**src/rtl/vm_pkg.sv**
```systemverilog
// Shared vending-machine definitions: coin indices, coin values (in 100-unit steps),
// dispenser FSM states and default sizing.
package vm_pkg;

  localparam int NUM_COINS = 4;

  localparam int COIN_100  = 0;
  localparam int COIN_200  = 1;
  localparam int COIN_500  = 2;
  localparam int COIN_1000 = 3;

  // Indexed by coin index, so COIN_VALUE[COIN_1000] == 10.
  localparam int unsigned COIN_VALUE [NUM_COINS-1:0] = '{10, 5, 2, 1};

  localparam int AMT_W_DEFAULT   = 4;
  localparam int MAX_AMT_DEFAULT = 10;

  typedef enum logic [2:0] {
    ST_IDLE,
    ST_SELECT,
    ST_EJECT,
    ST_GAP,
    ST_FINISH
  } disp_state_t;

endpackage

```
**src/rtl/coin_select.sv**
```systemverilog
// Combinational greedy coin picker: largest non-empty coin whose value fits the
// remaining balance. onehot uses the coin_empty bit order.
module coin_select
  import vm_pkg::*;
#(
  parameter int AMT_W = AMT_W_DEFAULT
) (
  input  logic [AMT_W-1:0]     remaining,
  input  logic [NUM_COINS-1:0] coin_empty,
  output logic [NUM_COINS-1:0] onehot,
  output logic                 found
);

  always_comb begin
    // NOTE: every output gets a default first so no path leaves it unassigned (no latch).
    onehot = '0;
    found  = 1'b0;
    for (int i = COIN_1000; i >= COIN_100; i--) begin
      if (!found && !coin_empty[i] && (AMT_W'(COIN_VALUE[i]) <= remaining)) begin
        onehot[i] = 1'b1;
        found     = 1'b1;
      end
    end
  end

endmodule

```
**src/rtl/change_dispenser.sv**
```systemverilog
// Change dispenser: pays out a balance one coin at a time through a handshaked hopper.
// Optional build macro DISPENSE_TIMEOUT_EN adds an eject_ack watchdog (ACK_TIMEOUT cycles).
module change_dispenser
  import vm_pkg::*;
#(
  parameter int AMT_W   = AMT_W_DEFAULT,
  parameter int MAX_AMT = MAX_AMT_DEFAULT
`ifdef DISPENSE_TIMEOUT_EN
  ,
  parameter int ACK_TIMEOUT = 255
`endif
) (
  input  logic                 clk,
  input  logic                 reset_n,
  input  logic                 start,
  input  logic [AMT_W-1:0]     amount,
  input  logic [NUM_COINS-1:0] coin_empty,
  input  logic                 eject_ack,
  output logic [NUM_COINS-1:0] eject,
  output logic                 busy,
  output logic [AMT_W-1:0]     remaining,
  output logic                 done,
  output logic                 fail
);

  disp_state_t          state;
  logic [NUM_COINS-1:0] sel_onehot;
  logic                 sel_found;
  logic [AMT_W-1:0]     coin_val;

  coin_select #(
    .AMT_W(AMT_W)
  ) u_coin_select (
    .remaining (remaining),
    .coin_empty(coin_empty),
    .onehot    (sel_onehot),
    .found     (sel_found)
  );

  // Value of the coin currently in flight, recovered from the one-hot eject register.
  always_comb begin
    coin_val = '0;
    for (int i = 0; i < NUM_COINS; i++) begin
      if (eject[i]) coin_val = AMT_W'(COIN_VALUE[i]);
    end
  end

`ifdef DISPENSE_TIMEOUT_EN
  localparam int TMR_W = $clog2(ACK_TIMEOUT + 1);
  logic [TMR_W-1:0] timer;
  logic             timer_expired;
  assign timer_expired = (timer == TMR_W'(ACK_TIMEOUT - 1));
`endif

  always_ff @(posedge clk or negedge reset_n) begin
    if (!reset_n) begin
      state     <= ST_IDLE;
      eject     <= '0;
      busy      <= 1'b0;
      remaining <= '0;
      done      <= 1'b0;
      fail      <= 1'b0;
`ifdef DISPENSE_TIMEOUT_EN
      timer     <= '0;
`endif
    end else begin
      // NOTE: non-blocking assignments throughout, so every branch sees this cycle's values.
      done <= 1'b0;
      fail <= 1'b0;
`ifdef DISPENSE_TIMEOUT_EN
      timer <= '0;
`endif
      unique case (state)
        ST_IDLE: begin
          if (start) begin
            remaining <= amount;
            if (amount <= AMT_W'(MAX_AMT)) begin
              busy  <= 1'b1;
              state <= ST_SELECT;
            end else begin
              fail <= 1'b1;
            end
          end
        end

        ST_SELECT: begin
          // busy drops together with done/fail so they never overlap.
          if (remaining == '0) begin
            busy  <= 1'b0;
            done  <= 1'b1;
            state <= ST_FINISH;
          end else if (sel_found) begin
            eject <= sel_onehot;
            state <= ST_EJECT;
          end else begin
            busy  <= 1'b0;
            fail  <= 1'b1;
            state <= ST_IDLE;
          end
        end

        ST_EJECT: begin
          if (eject_ack) begin
            eject     <= '0;
            remaining <= remaining - coin_val;
            state     <= ST_GAP;
          end
`ifdef DISPENSE_TIMEOUT_EN
          else if (timer_expired) begin
            eject <= '0;
            busy  <= 1'b0;
            fail  <= 1'b1;
            state <= ST_IDLE;
          end else begin
            timer <= timer + 1'b1;
          end
`endif
        end

        ST_GAP: begin
          // Next coin only after the hopper releases ack.
          if (!eject_ack) begin
            state <= ST_SELECT;
          end
`ifdef DISPENSE_TIMEOUT_EN
          else if (timer_expired) begin
            busy  <= 1'b0;
            fail  <= 1'b1;
            state <= ST_IDLE;
          end else begin
            timer <= timer + 1'b1;
          end
`endif
        end

        ST_FINISH: begin
          state <= ST_IDLE;
        end

        default: begin
          eject <= '0;
          busy  <= 1'b0;
          state <= ST_IDLE;
        end
      endcase
    end
  end

endmodule

```
**config.mk**
```make
export PLATFORM = sky130hd
export DESIGN_NAME = change_dispenser
export DESIGN_NICKNAME = d
export VERILOG_FILES = /design/src/rtl/vm_pkg.sv /design/src/rtl/coin_select.sv /design/src/rtl/change_dispenser.sv
export SDC_FILE = /design/constraint.sdc
export NUM_CORES = 1
export LEC_CHECK = 0
export BUFFER_PORTS_ARGS = -buffer_cell sky130_fd_sc_hd__buf_2
export CORE_ASPECT_RATIO = 0.5
export CORE_MARGIN = 3
export CORE_UTILIZATION = 23
export DETAILED_ROUTE_END_ITERATION = 10
export SLEW_MARGIN = 20
export SYNTH_ARGS = -nofsm -noshare
export SYNTH_HDL_FRONTEND = slang
export SYNTH_HIERARCHICAL = 1
export SYNTH_SLANG_ARGS = --single-unit
export TNS_END_PERCENT = 1
```
**constraint.sdc**
```tcl
create_clock -name clk -period 2 [get_ports clk]
set_clock_uncertainty 0.05 [all_clocks]
set_input_delay 0 -clock clk [delete_from_list [all_inputs] [get_ports clk]]
set_output_delay 0 -clock clk [all_outputs]
set_load 0.005 [all_outputs]
```
==> results.py <==
metrics = {
    "floorplanning": {
        "start_util": 0.2475,
        "coreArea_um2": 4044,
        "die_w_um": 99.30,
        "ioPinCount": 23,
        "die-area_um2": 5228,
        "placementRows": 16,
        "fp.dieH_um": 52.65,
    },
    "detailed_routing": {
        "num_vias": 893,
        "wl_per_cell_um": 12.45,
        "drt_iter0_drc": 100,
        "drc_errors": 0,
        "drt_pass1_iterations": 4,
        "wl_um": 2377,
        "antenna_left": 0,
        "via_per_inst": 4.675,
    },
    "timing": {
        "fin_crit_ns": 1.900,
        "hold_viol_final": 0,
        "setup_viol": 0,
        "setup_slack_ns": 0.09993,
        "slew_headroom": 0.6647,
        "fin_tns_setup_ns": 0,
        "fin_crit_sh": 0.9500,
        "fmax_ghz": 0.5263,
        "drv_slew": 0,
        "tightest_slew_ns": 0.5002,
        "rsz0062_at_grt": "no",
    },
    "setup_path": {
        "crit_type": "reg -> reg",
        "cp_max_fo": 4,
        "r2r_cells": 10,
        "required_ns": 2.05,
        "reg2reg_from": "eject[2]",
        "endpoint_kind": "flop",
        "cp.arrival_ns": 1.95,
        "reg2reg_setup_slack_ns": 0.1,
        "timing.rr.end": "remaining[2]",
        "critPathLaunchType": "flop",
    },
    "cts": {
        "cts_tree": "built",
        "numCtsBuffers": 3,
        "clockBufferDepth": 2,
        "clock_latency_ns": 0.24,
        "h-tree-depth": 1,
        "clock-root-buffer": "clkbuf_8",
        "clk_pin_slew_ns": 0.06,
        "clkSinkCount": 14,
    },
    "synthesis": {
        "avgSynthCellArea_um2": 9.268,
        "synth_seq_cells": 14,
        "yosys_warnings": 6,
        "synth-seq-area-share": 0.3500,
        "synthDistinctLibCells": 40,
        "syn_nets": 124,
        "syn-cell-area_um2": 1001,
        "synthCells": 108,
    },
    "cells_and_area": {
        "fillCellCount": 433,
        "area_delta_synth_final_pct": 28.00,
        "nets": 155,
        "fin_area_um2": 1281,
        "antenna-diode-count": 0,
        "layout_commonest_cell": "buf_2",
        "fin_cells": 191,
        "layout_common_cells": "buf_2 (22), dfrtp_1 (13), nor2_1 (8), a21oi_1 (8), buf_4 (8)",
        "drive_gt1_frac": 0.3431,
    },
    "placement": {
        "gp_congestion": 0.7878,
        "place_area_um2": 1202,
        "place_ws_ns": 0.04993,
        "place_hpwl_um": 1857,
        "port_buffers": 22,
        "dp_cells": 185,
    },
    "global_routing": {
        "grt_pass1_vias": 828,
        "overflow": 0,
        "grt.total_usage": 0.09545,
        "grt-busiest-layer": "met2",
        "met3_usage": 0.02656,
        "grt_start_max_net_pins": 15,
        "gr-usage-met2": 0.1589,
        "grt_pass1_wl_um": 3953,
        "grtUsageMet1": 0.1268,
        "antenna_found_initial": 0,
    },
    "pwr": {
        "p_per_area_nw_per_um2": 1543,
        "peakVddDrop_mv": 0.3421,
        "internal_power_uw": 1125,
        "net-switching-power_uw": 851.4,
        "leakage_uw": 0.0005857,
        "p_clk_frac": 0.116,
        "power_frac_comb": 0.605,
        "swShare": 0.4307,
        "power_frac_seq": 0.279,
    },
    "min_path": {
        "hold_path_depth": 3,
        "min-delay-start": "amount[2]",
        "hold_end": "remaining[2]",
        "hold_path.class": "in -> reg",
    },
    "status": {
        "status": "finished clean",
    },
    "flow_run": {
        "drv_cap": 0,
    },
}
power by group through the flow:
stage               clock [uW]  sequential, uW  combinational [uW]
finish                     230             551                1200
global route               252             575                1350
CTS                        238             552                1140
detailed placement           0             559                1130
floorplan                    0             545                 781
global placement             0             554                1120
flip-flops by register name, indices dropped and copies added, names as in the netlist:
| name | cells |
|---|---|
| fail | 1 |
| state | 3 |
| busy | 1 |
| eject | 4 |
| done | 1 |
| remaining | 4 |
layer usage:
layer / up-vias / share of wire
met3: 2 / 0.032
met4: 0 / 0.0029
met1: 424 / 0.49
met5: - / 0
li1: 455 / -
met2: 12 / 0.47
Yosys cell counts, drive strengths merged:
master | count | share of area
dfrtp | 14 | 0.35
a21oi | 9 | 0.045
nor2 | 8 | 0.030
nor3 | 7 | 0.056
inv | 6 | 0.022
nor2b | 6 | 0.038
o21ai | 6 | 0.030
a22o | 5 | 0.044
nand2b | 4 | 0.025
a211oi | 3 | 0.027
clkbuf | 3 | 0.011
ha | 3 | 0.038
mux2i | 3 | 0.030
nand2 | 3 | 0.011
buf | 2 | 0.010
nand3b | 2 | 0.015
nor3b | 2 | 0.026
o211ai | 2 | 0.015
o21a | 2 | 0.015
or2 | 2 | 0.012
or3b | 2 | 0.018
a21boi | 1 | 0.0075
a21o | 1 | 0.0075
a2bb2oi | 1 | 0.015
a32oi | 1 | 0.0088
and4 | 1 | 0.0088
fa | 1 | 0.020
nand3 | 1 | 0.0050
nor4b | 1 | 0.0088
o21bai | 1 | 0.0075
o31ai | 1 | 0.0075
o32a | 1 | 0.010
or2b | 1 | 0.0088
or4 | 1 | 0.0075
xor2 | 1 | 0.0088
critical path, cell delays in order, from the launching register on:
cell,delay [ns]
dfrtp_2,0.43
inv_1,0.07
a21oi_2,0.05
inv_1,0.10
nor2_1,0.06
ha_1,0.20
fa_2,0.34
xor2_1,0.16
nor2_1,0.05
a21oi_1,0.15
a21oi_1,0.09
per-stage QoR:
stage            util  total power, uW  hold slack [ns]
2_1_floorplan       -             1325          -0.3456
3_3_place_gp   0.2973             1677          -0.1327
3_5_place_dp   0.2973             1686          -0.1292
4_1_cts        0.3100             1927          0.06965
5_1_grt        0.3168             2174          0.08325
6_report       0.3168             1977          0.06293
worst max-delay path by stage:
stage / from / endpoint / slack, ns / depth (start not counted)
2_1_floorplan: remaining[2] / eject[2] / 0.21 / 7
5_1_grt: eject[3] / remaining[1] / 0.006 / 7
3_5_place_dp: eject[2] / remaining[2] / 0.05 / 10
3_3_place_gp: eject[2] / remaining[2] / 0.04 / 10
4_1_cts: eject[2] / remaining[2] / 0.03 / 10
6_report: eject[2] / remaining[2] / 0.1 / 10
kinds of logic (layout without fill, tap and decap cells):
| group | count (synthesis) | after routing | share of synthesized area |
|---|---|---|---|
| and+or+nand+nor | 41 | 41 | 0.2700 |
| muxes | 3 | 3 | 0.03000 |
| DFF | 14 | 14 | 0.3500 |
| AOI/OAI and AO/OA | 34 | 34 | 0.2400 |
| adders and majority gates | 4 | 4 | 0.05750 |
| buffers and inverters | 11 | 40 | 0.04375 |
| xor gates and xnor gates | 1 | 1 | 0.008752 |
layout make-up:
class                   instances  area, um^2  share of cell area
multi-input cells              83       618.1              0.4824
flip-flops and latches         14       351.6              0.2744
repair buffers                 31       180.2              0.1406
well taps                      54       67.56             0.05273
clock buffers                   3       41.29             0.03223
inverters                       6       22.52             0.01758
timing repair:
item,in CTS,in global routing
gates resized for setup,0,4
endpoints found under the setup margin,0,3
setup buffers,0,2
endpoints found under the hold margin,14,0
hold buffers,1,0
(Power assumes the default switching activity.)
